File: config.mk
export PLATFORM = sky130hd
export DESIGN_NAME = system_monitor_cmd_receiver
export DESIGN_NICKNAME = d
export VERILOG_FILES = /design/src/rtl/system_monitor_cmd_receiver.sv
export SDC_FILE = /design/constraint.sdc
export NUM_CORES = 1
export LEC_CHECK = 0
export ABC_CLOCK_PERIOD_IN_PS = 6100
export BUFFER_PORTS_ARGS = -buffer_cell sky130_fd_sc_hd__buf_2
export CAP_MARGIN = 20
export CORE_MARGIN = 1
export CORE_UTILIZATION = 51
export DETAILED_ROUTE_END_ITERATION = 8
export GPL_TIMING_DRIVEN = 0
export PLACE_DENSITY_LB_ADDON = 0.3
export SETUP_SLACK_MARGIN = 0.15
export SLEW_MARGIN = 20
export SYNTH_ARGS = -nofsm -noshare
export SYNTH_HDL_FRONTEND = slang
export SYNTH_SLANG_ARGS = --single-unit
File: constraint.sdc
create_clock -name clk -period 6.1 [get_ports clk]
set_clock_uncertainty 0.1 [all_clocks]
set_input_delay 0.61 -clock clk [delete_from_list [all_inputs] [get_ports clk]]
set_output_delay 0.61 -clock clk [all_outputs]
set_load 0.02 [all_outputs]
File: src/rtl/system_monitor_cmd_receiver.sv
// Host-to-FPGA command receiver for the system monitor UART link. Frames the RX byte
// stream as sync/header/length/payload/checksum and hands validated commands to the register logic.
module system_monitor_cmd_receiver #(
  parameter int         NUM_CH         = 8,
  parameter int         MAX_LEN        = 16,
  parameter int         TIMEOUT_CYCLES = 100000,
  parameter logic [7:0] SYNC_BYTE      = 8'hA5,
  localparam int        CH_W           = (NUM_CH > 1) ? $clog2(NUM_CH) : 1,
  localparam int        LEN_W          = $clog2(MAX_LEN + 1),
  localparam int        ADDR_W         = (MAX_LEN > 1) ? $clog2(MAX_LEN) : 1,
  localparam int        TMO_W          = $clog2(TIMEOUT_CYCLES + 1)
) (
  input  logic              clk,
  input  logic              reset,
  input  logic [7:0]        rx_data,
  input  logic              rx_valid,
  input  logic              uartDisabled,
  output logic              cmd_valid,
  input  logic              cmd_ready,
  output logic [CH_W-1:0]   cmd_channel,
  output logic [LEN_W-1:0]  cmd_length,
  input  logic [ADDR_W-1:0] cmd_rd_addr,
  output logic [7:0]        cmd_rd_data,
  output logic              frame_error,
  output logic [7:0]        error_count,
  output logic              busy
);

  localparam logic [7:0]       NUM_CH_B  = 8'(NUM_CH);
  localparam logic [7:0]       MAX_LEN_B = 8'(MAX_LEN);
  localparam logic [TMO_W-1:0] TMO_LAST  = TMO_W'(TIMEOUT_CYCLES - 1);
  localparam int               DEPTH     = 1 << ADDR_W;

  typedef enum logic [2:0] {
    ST_IDLE,
    ST_HEADER,
    ST_LENGTH,
    ST_PAYLOAD,
    ST_CHECKSUM,
    ST_DELIVER
  } state_t;

  state_t             r_state;
  state_t             w_state_nxt;
  logic [CH_W-1:0]    r_chan;
  logic [LEN_W-1:0]   r_len;
  logic [ADDR_W-1:0]  r_idx;
  logic [7:0]         r_sum;
  logic [TMO_W-1:0]   r_tmo_cnt;
  logic               r_frame_error;
  logic [7:0]         r_err_cnt;
  logic [7:0]         r_rd_data;
  logic [7:0]         r_buf [DEPTH];

  logic               w_err;
  logic               w_ld_hdr;
  logic               w_ld_len;
  logic               w_wr_pay;
  logic               w_hdr_ok;
  logic               w_len_ok;
  logic               w_last_pay;
  logic               w_tmo_hit;
  logic               w_in_frame_nxt;
  logic [7:0]         w_sum_add;

  assign w_hdr_ok       = (rx_data[7] == 1'b0) && ({1'b0, rx_data[6:0]} < NUM_CH_B);
  assign w_len_ok       = (rx_data != 8'h00) && (rx_data <= MAX_LEN_B);
  assign w_last_pay     = (LEN_W'(r_idx) == (r_len - LEN_W'(1)));
  assign w_tmo_hit      = (r_tmo_cnt == TMO_LAST);
  assign w_sum_add      = r_sum + rx_data;
  assign w_in_frame_nxt = (w_state_nxt == ST_HEADER)  || (w_state_nxt == ST_LENGTH) ||
                          (w_state_nxt == ST_PAYLOAD) || (w_state_nxt == ST_CHECKSUM);

  // NOTE: state and all other registers update with <= so every flop samples pre-edge values.
  always_ff @(posedge clk or posedge reset) begin
    if (reset) r_state <= ST_IDLE;
    else       r_state <= w_state_nxt;
  end

  always_comb begin
    // NOTE: every signal driven here gets a default first, so no path can infer a latch.
    w_state_nxt = r_state;
    w_err       = 1'b0;
    w_ld_hdr    = 1'b0;
    w_ld_len    = 1'b0;
    w_wr_pay    = 1'b0;
    case (r_state)
      ST_IDLE: begin
        if (rx_valid && !uartDisabled && (rx_data == SYNC_BYTE)) w_state_nxt = ST_HEADER;
      end
      ST_HEADER, ST_LENGTH, ST_PAYLOAD, ST_CHECKSUM: begin
        // The menu owns the link while uartDisabled is high: abort quietly.
        if (uartDisabled) begin
          w_state_nxt = ST_IDLE;
        end else if (!rx_valid) begin
          if (w_tmo_hit) begin
            w_err       = 1'b1;
            w_state_nxt = ST_IDLE;
          end
        end else begin
          case (r_state)
            ST_HEADER: begin
              if (w_hdr_ok) begin
                w_ld_hdr    = 1'b1;
                w_state_nxt = ST_LENGTH;
              end else begin
                w_err       = 1'b1;
                w_state_nxt = ST_IDLE;
              end
            end
            ST_LENGTH: begin
              if (w_len_ok) begin
                w_ld_len    = 1'b1;
                w_state_nxt = ST_PAYLOAD;
              end else begin
                w_err       = 1'b1;
                w_state_nxt = ST_IDLE;
              end
            end
            ST_PAYLOAD: begin
              w_wr_pay = 1'b1;
              if (w_last_pay) w_state_nxt = ST_CHECKSUM;
            end
            default: begin
              if (w_sum_add == 8'h00) begin
                w_state_nxt = ST_DELIVER;
              end else begin
                w_err       = 1'b1;
                w_state_nxt = ST_IDLE;
              end
            end
          endcase
        end
      end
      ST_DELIVER: begin
        // Bytes arriving while a command is pending are overruns; the command stays put.
        if (rx_valid)  w_err       = 1'b1;
        if (cmd_ready) w_state_nxt = ST_IDLE;
      end
      default: w_state_nxt = ST_IDLE;
    endcase
  end

  always_ff @(posedge clk or posedge reset) begin
    if (reset) begin
      r_chan        <= '0;
      r_len         <= '0;
      r_idx         <= '0;
      r_sum         <= '0;
      r_tmo_cnt     <= '0;
      r_frame_error <= 1'b0;
      r_err_cnt     <= '0;
      r_rd_data     <= '0;
    end else begin
      r_frame_error <= w_err;
      if (w_err && (r_err_cnt != 8'hFF)) r_err_cnt <= r_err_cnt + 8'd1;

      if (rx_valid || !w_in_frame_nxt) r_tmo_cnt <= '0;
      else                             r_tmo_cnt <= r_tmo_cnt + TMO_W'(1);

      if (w_ld_hdr) begin
        r_chan <= rx_data[CH_W-1:0];
        r_sum  <= rx_data;
      end
      if (w_ld_len) begin
        r_len <= rx_data[LEN_W-1:0];
        r_sum <= w_sum_add;
        r_idx <= '0;
      end
      if (w_wr_pay) begin
        r_sum <= w_sum_add;
        r_idx <= r_idx + ADDR_W'(1);
      end

      r_rd_data <= r_buf[cmd_rd_addr];
    end
  end

  // NOTE: the payload buffer has no reset; it is always written before cmd_valid exposes it.
  always_ff @(posedge clk) begin
    if (w_wr_pay) r_buf[r_idx] <= rx_data;
  end

  assign cmd_valid   = (r_state == ST_DELIVER);
  assign busy        = (r_state != ST_IDLE);
  assign cmd_channel = r_chan;
  assign cmd_length  = r_len;
  assign cmd_rd_data = r_rd_data;
  assign frame_error = r_frame_error;
  assign error_count = r_err_cnt;

endmodule

Word level (Yosys, flattened, before mapping)
Memories as Yosys holds them, arrays and structs flattened. A register that Yosys moved wholly into a read port is not among the register bits.
Index checks and enable logic that the tools add are counted.
{ "word_totals": {"reg_bits": 49, "ram_bits": 128, "n_memories": 1, "out_inout_bits": 27} }
{ "op_classes": {"n_bitwise": 1, "reduce_logical": 18, "n_eq_ne": 13, "addsub": 5, "n_mux": 42, "order_cmp": 2} }
{ "mem_list": {"columns": ["name", "depth", "width", "read_ports", "rd_clocked_by_memory_dff", "wr", "line", "text"], "rows": [
  ["r_buf", 16, 8, 1, 1, 1, "53", "logic [7:0] r_buf [DEPTH];"]
]} }
{ "ops": {"columns": ["operator", "n"], "rows": [
  ["8-bit 2-to-1 mux", 3],
  ["1-bit 2-to-1 mux", 23],
  ["3-bit 2-to-1 mux", 7],
  ["3-bit case mux with 3 select lines", 2],
  ["17-bit by 1-bit adder with 17-bit output (second input constant)", 1],
  ["17-bit == test (second input constant)", 1],
  ["17-bit 2-to-1 mux", 1],
  ["3-bit by 2-bit == test with 1-bit output (second input constant)", 4],
  ["3-bit == test (second input constant)", 3],
  ["8-bit by 1-bit adder with 8-bit output (second input constant)", 1],
  ["8-bit adder", 1],
  ["8-bit == test (second input constant)", 1],
  ["8-bit by 5-bit less-or-equal comparator with 1-bit output (second input constant)", 1],
  ["8-bit logical NOT", 1],
  ["4-bit 2-to-1 mux", 2],
  ["8-bit inequality test (second input constant)", 1],
  ["8-bit nonzero test", 1],
  ["7-bit by 4-bit less-than comparator with 1-bit output (second input constant)", 1],
  ["3-bit by 1-bit == test with 1-bit output (second input constant)", 2],
  ["3-bit nonzero test", 2],
  ["4-bit by 5-bit == test with 1-bit output", 1],
  ["1-bit logical AND", 5],
  ["5-bit by 1-bit subtractor with 5-bit output (second input constant)", 1],
  ["4-bit by 1-bit adder with 4-bit output (second input constant)", 1],
  ["other kinds (9)", 14]
]} }

Depth between registers and ports, before layout
Gate-level depths: netlist (run 1).
{ "logic_depth": {"word_depth": 14, "mapped_depth": 9, "depth_no_buf": 9} }

Least setup slack after synthesis (run 1)
No wires, ideal clock.
{ "synth_timing": {"path_type": "in2reg", "start": "in rx_data[0]", "end": "reg r_err_cnt[1] (netlist: error_count[1])", "n_path_buf": 0, "setup_ns": 0.125, "t_required_ns": 5.875, "stages": 9, "arrival_time_ns": 2.647, "path_slack_ns": 3.228, "path_cell_list": "ha_1 > fa_1 > a211oi_1 > nor2_1 > xnor2_1 > and4b_1 > a31oi_4 > nand2_4 > mux2_4"} }
{ "synth_via": {"elab_chain_cells": 8, "word_cells_on_any_way": 15, "cone_classes": "1 x add/sub; 2 x order compare; 7 x mux; 5 x reduce/logical"} }
{ "synth_lines": {"columns": ["item", "line", "text"], "rows": [
  ["from (decl)", "15", "input logic [7:0] rx_data,"],
  ["8-bit adder (tied with other cells)", "70", "assign w_sum_add = r_sum + rx_data;"],
  ["8-bit logical NOT (tied with other cells)", "125", "if (w_sum_add == 8'h00) begin"],
  ["1-bit 2-to-1 mux (on tied branches)", "125, 103, 112", null],
  ["1-bit case mux with 3 select lines (*)", "101", "case (r_state)"],
  ["1-bit 2-to-1 mux (*)", "95", "end else if (!rx_valid) begin"],
  ["1-bit 2-to-1 mux (*)", "93", "if (uartDisabled) begin"],
  ["1-bit case mux with 2 select lines (*)", "87", "case (r_state)"],
  ["via w_err", "55", "logic w_err;"],
  ["1-bit logical AND (*)", "156", "if (w_err && (r_err_cnt != 8'hFF)) r_err_cnt <= r_err_cnt + 8'd1;"],
  ["to (signal assigned)", "156", null],
  ["to (decl)", "51", "logic [7:0] r_err_cnt;"]
]} }
The timed path passes the listed nets; every way through them passes the cells marked *.
A chain may end at the register's enable or synchronous reset.

Worst setup path in the final report (run 1)
{ "layout_timing": {"start": "in rx_data[0]", "end": "reg r_state[2]"} }
{ "layout_via": {"elab_chain_cells": 7, "word_cells_on_any_way": 10, "cone_classes": "1 x add/sub; 1 x eq/ne; 6 x mux; 2 x reduce/logical"} }
{ "layout_lines": {"columns": ["item", "line", "text"], "rows": [
  ["8-bit adder", "70", null],
  ["8-bit logical NOT", "125", null],
  ["3-bit 2-to-1 mux", "125", null],
  ["3-bit case mux with 3 select lines", "101", null],
  ["3-bit 2-to-1 mux", "95", null],
  ["3-bit 2-to-1 mux", "93", null],
  ["3-bit case mux with 3 select lines (*)", "87", null],
  ["via w_state_nxt[2]", "44", "state_t w_state_nxt;"],
  ["to (signal assigned)", "77", "else r_state <= w_state_nxt;"],
  ["to (decl)", "43", "state_t r_state;"]
]} }
Marks and branches as above.

==> metrics.yaml, run 1 <==
r2r_slack_ns: 3.19
p_comb_share_pct: 4.6
finalSetupViolCount: 0
route.detailed.drc: 0
ctsLongestPathBuffers: 2
cts_setup_buffers: 0
endpoint_kind: "register"
peakVddDrop_mv: 0.219
die_h_um: 127
grt_start_max_net_pins: 58
cts_tree: "yes"
reg2reg_depth: 9
cts_resized: 0
max_slew_margin_pct: 46.6
io_buffers: 39
required_ns: 6.38
synth_top_area_share_pct: 48.0
crit_path_top_delay_cell: "fa_1"
final_antenna_net_count: 0
drt_iter0_drc: 325
syn_area_per_cell_um2: 15.4
synthXorXnorAreaFrac_pct: 3.06
track_usage_pct: 22.7
worst_slack_ns: 3.09
drive_above_1_share_pct: 23.2
synth_flop_cell: "edfxtp_1"
p_per_area_mw_per_mm2: 283
wire_per_inst_um: 20.6
final_cell_mix: "128 x edfxtp_1, 57 x dfrtp_1, 46 x buf_2"
core_mm2: 0.0153
grt.overflow.total: 0
p_int_w: 0.00201
dr.pass1.iters: 5
hold_viol: 0
period_minus_slack_ns: 3.01
synth_compound_area_share_pct: 4.39
hold-worst-slack_ns: 0.198
r2r_start: "r_sum[0]$_DFFE_PP0P_"
arrival_ns: 3.28
place_inst: 775
fp-row-count: 45
initial_utilization_pct: 52.4
synth_area_mm2: 0.00800
cpPeakStageDelay_ns: 0.41
tightest_slew_ns: 0.798
area.growth.synth_to_final_pct: 14.0
antenna_found_initial: 0
switching_share_pct: 22.1
htreeDepth: 4
grt_pass1_vias: 4848
final_cells: 807
num_vias: 4712
dp_hpwl_um: 11200
start_kind: "primary input"
cp_max_fo: 19
cellLeakagePower_nw: 3.32
slew_viol_final: 0
cts_buffers: 17
fillers: 1150
totalNegativeSetupSlack_ns: 0
clkPwrFrac_pct: 42.9
grt_pass1_wl_um: 26900
yosysTopAreaCell: "edfxtp_1"
syn_nets: 553
clkTransAtPathRegs_ns: 0.07
cts.sinks: 185
synth.area.mux_share_pct: 12.4
crit_type: "primary input to register"
clock_latency_ns: 0.44
synth.distinct_cells: 57
io_pins: 44
synth_area_leaders: "edfxtp_1 48%, dfrtp_1 18%, mux4_2 11%, ha_1 2.2%, xnor2_1 2.0%"
n_antenna_cell: 0
syn_inst: 521
seq_area_frac_synth_pct: 65.9
place_congestion: 0.851
maxCapViolations: 0
max_freq_mhz: 333
cts_root_buf: "clkbuf_16"
dieArea_mm2: 0.0162
hold_path.class: "primary input to asynchronous set/reset pin"
timing.rr.end: "r_state[2]$_DFF_PP0_"
outcome: "finished, final reports clean"
routed_via_density: 5.84
synth_fa_ha_area_share_pct: 2.44
power_frac_seq_pct: 52.5
synth_seq_cells: 185
ctsHoldBuffers: 0
place_ws_ns: 2.68
cp_cell_sequence: "buf_2 -> ha_1 -> fa_1 -> a211oi_1 -> nor2_1 -> xnor2_1 -> and4b_1 -> nand4_1 -> o31ai_1 -> a211o_1"
rsz0062_at_grt: "no"
ys_async_sr_fraction_pct: 30.8
p_switching_w: 0.000571
die_w_um: 127
synth-edff-count: 128
synth-simple-area-share_pct: 9.74
crit_end: "r_state[2]$_DFF_PP0_"
synth_top_family_by_area: "multiplexers"
final_common_cell: "edfxtp_1"
wl_um: 16600
nNetsFinal: 615
crit_start: "rx_data[0]"
finalCritPeriodShare_pct: 49.3
synth_warnings: 0
per-stage QoR:
stage	cell area [um^2]	total power, W	utilization [%]
CTS	9120	0.00260	59.8
global placement	8460	0.00150	55.5
detailed placement	8530	0.00150	55.9
finish	9120	0.00258	59.8
global route	9120	0.00265	59.8
floorplan	8000	0.00145	-
cells in the mapped netlist (2+ instances only):
cell      number
o21ai_1        3
a211oi_1       2
and3_1         4
o221ai_1       3
nor4_1         7
nor2b_1        4
xnor2_1       18
nor3_1        12
mux2_2         5
mux2i_1        2
nand2b_1       2
o211ai_1       3
buf_1          2
or3_1          2
mux4_2        40
dfrtp_1       57
o21ai_0       13
nor3b_1        3
nor4b_1        3
nand4_1        8
nor2_1        40
ha_1          14
nand3_1       24
a31oi_1        4
xor2_1        10
clkbuf_1      14
edfxtp_1     128
nor4bb_1       2
a41oi_1        3
inv_1         25
a21oi_1        8
nand2_1       24
a311oi_1       2
and2_1         5
buf_2          3
routing by layer:
metal / GRT usage, % / wire [um] / vias to the layer above
li1: - / - / 2136
met1: 29.7 / 7110 / 2380
met2: 37.8 / 8260 / 173
met3: 5.61 / 996 / 23
met4: 6.93 / 232 / 0
met5: 0 / 0 / -
kinds of logic after synthesis:
group                    Yosys count
flip-flops                       185
AND/OR/NAND/NOR                  150
AO/OA/AOI/OAI                     51
multiplexers                      48
buffers and inverters             44
XOR/XNOR                          28
adder cells (fa/ha/maj)           15
cell type report:
class / count / area, um^2 / area share [%]
repair buffers: 43 / 215 / 2.36
plain buffers: 19 / 75.1 / 0.823
well taps: 211 / 264 / 2.89
inverters: 25 / 96.3 / 1.06
flip-flops and latches: 185 / 5270 / 57.8
clock buffers: 18 / 429 / 4.70
clock inverters: 14 / 164 / 1.80
multi-input cells: 292 / 2610 / 28.6
power by group through the flow:
stage                     sequential (W)  combinational, W  clock, W
final                            0.00135          0.000120   0.00111
after global routing             0.00135          0.000131   0.00116
after CTS                        0.00135          0.000121   0.00112
after detailed placement         0.00138          0.000121         0
after global placement           0.00138          0.000117         0
after floorplan                  0.00139         0.0000621         0
registers in the layout, summed over array words and instances, names as in the netlist:
name,cells
r_buf,128
error_count,8
frame_error,1
r_tmo_cnt,17
cmd_length,5
cmd_rd_data,8
r_idx,4
cmd_channel,3
r_sum,8
r_state,3
worst max-delay path: cells and delay by family:
family	cells	cell delay, ns
compound gates	3	0.91
fa+ha+maj	2	0.69
simple gates	3	0.61
buf+inv	1	0.23
xor+xnor	1	0.22
worst min-delay path by stage:
stage	end	startpoint	slack, ns
after floorplan	r_tmo_cnt[0]$_DFF_PP0_	r_tmo_cnt[0]$_DFF_PP0_	0.36
final	r_state[2]$_DFF_PP0_	reset	0.20
after global routing	r_state[2]$_DFF_PP0_	reset	0.25
after CTS	r_state[2]$_DFF_PP0_	reset	0.22
after detailed placement	cmd_channel[2]$_DFFE_PP0P_	cmd_channel[2]$_DFFE_PP0P_	0.38
after global placement	cmd_channel[2]$_DFFE_PP0P_	cmd_channel[2]$_DFFE_PP0P_	0.37
Power figures use the tool's default switching activity.
==> run 2, diff against run 1 <==
- ABC_AREA: default -> 1
- ABC_CLOCK_PERIOD_IN_PS: 6100 -> 2700
- clock period: 6.1 -> 2.7 ns (I/O delays scaled with it)
==> metrics.yaml, run 2 <==
outcome: "finished, final reports clean"
wl_um: 19100  # +15%
initial_utilization_pct: 52.7  # +0.25 points
syn_area_per_cell_um2: 10.9  # -29%
die_h_um: 131  # +2.8%
synth-edff-count: 128  # unchanged
hold-worst-slack_ns: 0.0602  # -0.138 ns
largest_register_ffs: 128  # unchanged
synth_warnings: 0  # unchanged
synth_flop_cell: "edfxtp_1"
clock_latency_ns: 0.43  # about the same
drive_above_1_share_pct: 17.5  # -5.7 points
crit_path_top_delay_cell: "fa_2"
grt.overflow.total: 0  # unchanged
slew_viol_final: 0  # unchanged
nNetsFinal: 876  # +42%
finalSetupViolCount: 0  # unchanged
rsz0062_at_grt: "yes"
syn_nets: 805  # +46%
totalNegativeSetupSlack_ns: 0  # unchanged
crit_type: "register to register"
die_w_um: 131  # +2.8%
maxCapViolations: 0  # unchanged
cpPeakStageDelay_ns: 0.42  # about the same
finalCritPeriodShare_pct: 94.9
p_per_area_mw_per_mm2: 599  # +110%
final_cell_mix: "128 x edfxtp_1, 121 x nand2_1, 88 x inv_1"
grt_start_max_net_pins: 33  # -43%
dieArea_mm2: 0.0171  # +5.6%
fp-row-count: 46  # +2.2%
final_common_cell: "edfxtp_1"
path_buf_inv: 2  # +1
cts_buffers: 17  # unchanged
synth_commonest_cells: "128 x edfxtp_1, 127 x nand2_1, 89 x inv_1"
regMostFlops: "r_buf"
peakVddDrop_mv: 0.426  # +94%
routed_via_density: 5.51  # -5.7%
htreeDepth: 4  # unchanged
area.growth.synth_to_final_pct: 17.4
synth_area_mm2: 0.00846  # +5.7%
max_slew_margin_pct: 39.0  # -7.6 points
n_antenna_cell: 0  # unchanged
io_buffers: 40  # +2.6%
synth_seq_cells: 185  # unchanged
synth.distinct_cells: 33  # -42%
antenna_found_initial: 0  # unchanged
io_pins: 44  # unchanged
drt_iter0_drc: 554  # +70%
ctsLongestPathBuffers: 2  # unchanged
num_vias: 5907  # +25%
max_freq_mhz: 390
cts_root_buf: "clkbuf_16"
endpoint_kind: "register"
arrival_ns: 2.81  # -0.47 ns
final_antenna_net_count: 0  # unchanged
synth_top_area_share_pct: 45.4  # -2.6 points
cp_cell_sequence: "ha_4 -> fa_2 -> or2_4 -> nor2_4 -> nand3_2 -> nor2_1 -> nand2_1 -> nand2_2 -> nand2_2 -> nand2_2 -> nand2_2 -> nand2_4 -> nor2_4 -> buf_12 -> buf_12 -> nor3_4"
dr.pass1.iters: 6  # +1
syn_inst: 773  # +48%
total_power_w: 0.00595  # +130%
grt_pass1_vias: 5717  # +18%
synth_area_leaders: "edfxtp_1 45%, dfrtp_1 17%, nand2_1 5.6%, inv_1 3.9%, mux2i_1 3.8%"
period_minus_slack_ns: 2.56
wire_per_inst_um: 17.8  # -14%
cp_max_fo: 4  # -15
cts_tree: "yes"
yosysTopAreaCell: "edfxtp_1"
required_ns: 2.95  # -3.43 ns
tightest_slew_ns: 0.915  # +0.117 ns
dp_hpwl_um: 12300  # +10%
start_kind: "register"
critPathTopFamily: "simple AND/OR/NAND/NOR gates"
route.detailed.drc: 0  # unchanged
track_usage_pct: 23.7  # +0.96 points
grt_pass1_wl_um: 29900  # +11%
core_mm2: 0.0161  # +5.2%
clkTransAtPathRegs_ns: 0.07  # about the same
hold_path.class: "primary input to register"
yosysMostFrequentCell: "edfxtp_1"
cellLeakagePower_nw: 3.99  # +20%
cts.sinks: 185  # unchanged
reg_top3: "r_buf: 128 flops, r_tmo_cnt: 17 flops"
seq_area_frac_synth_pct: 62.3  # -3.6 points
hold_viol: 0  # unchanged
cpMostUsedCell: "nand2_2"
ys_async_sr_fraction_pct: 30.8  # unchanged
place_congestion: 0.858  # +0.86%
run 2: per-layer routing:
metal / part of all wire, % / global-route usage (%) / up-vias
li1: - / - / 2829
met1: 43 / 30.6 / 2842
met2: 49 / 39.4 / 199
met3: 5.2 / 4.23 / 37
met4: 2.6 / 9.87 / 0
met5: 0 / 0 / -
run 2: worst paths after layout:
check / startpoint / to / slack (ns) / cells past startpoint
min in group asynchronous: reset / error_count[4]$_DFFE_PP0P_ / 0.26 / 3
max in group asynchronous: reset / r_sum[6]$_DFFE_PP0P_ / 1.75 / 4
min: cmd_ready / r_state[2]$_DFF_PP0_ / 0.06 / 4
max: r_sum[0]$_DFFE_PP0P_ / r_tmo_cnt[2]$_DFF_PP0_ / 0.14 / 16
min reg2reg: cmd_channel[0]$_DFFE_PP0P_ / cmd_channel[0]$_DFFE_PP0P_ / 0.37 / 2
max reg2reg: r_sum[0]$_DFFE_PP0P_ / r_tmo_cnt[2]$_DFF_PP0_ / 0.14 / 16
run 2: through the flow:
stage / cell area, um^2 / util (%) / cells / setup slack, ns
3_3_place_gp: 8930 / 55.6 / 1029 / -0.410
6_report: 9940 / 61.9 / 1073 / 0.137
5_1_grt: 9940 / 61.9 / 1073 / 0.00646
3_5_place_dp: 8950 / 55.8 / 1030 / -0.446
4_1_cts: 9780 / 60.9 / 1070 / 0.0847
2_1_floorplan: 8460 / - / 773 / 0.216
run 2: tightest hold or removal path: stages:
cell	delay (ns)
buf_2	0.08
nor2_1	0.04
inv_1	0.08
nand2_4	0.07
run 2: cell families after synthesis:
kind of cell	Yosys count	share of synthesized area, %
AND/OR/NAND/NOR	268	14.8
flip-flops	185	62.3
AO/OA/AOI/OAI	134	9.11
buffers and inverters	116	5.35
multiplexers	32	3.79
XOR/XNOR	23	2.38
adder cells (fa/ha/maj)	15	2.31
run 2: power breakdown:
part           internal (W)  switching [W]
logic              0.000117       0.000262
registers           0.00306      0.0000120
clock network       0.00146        0.00104
total               0.00463        0.00132
run 2: layout make-up:
cell class,instances,area [um^2]
fill,1252,6120
tap,216,270
inverter,92,348
clock buffer,20,437
clock inverter,12,150
buffer,24,120
timing repair buffer,51,370
multi-input combinational,473,2970
sequential,185,5270
run 2: what timing repair did:
| action | 4_1_cts | 5_1_grt |
|---|---|---|
| pin swaps | 24 | 13 |
| hold buffers | 1 | 0 |
| cloned | 1 | 1 |
| endpoints found under the setup margin | 25 | 131 |
| hold endpoints to repair | 25 | 0 |
| resized for setup | 27 | 30 |
| buffers inserted | 6 | 2 |
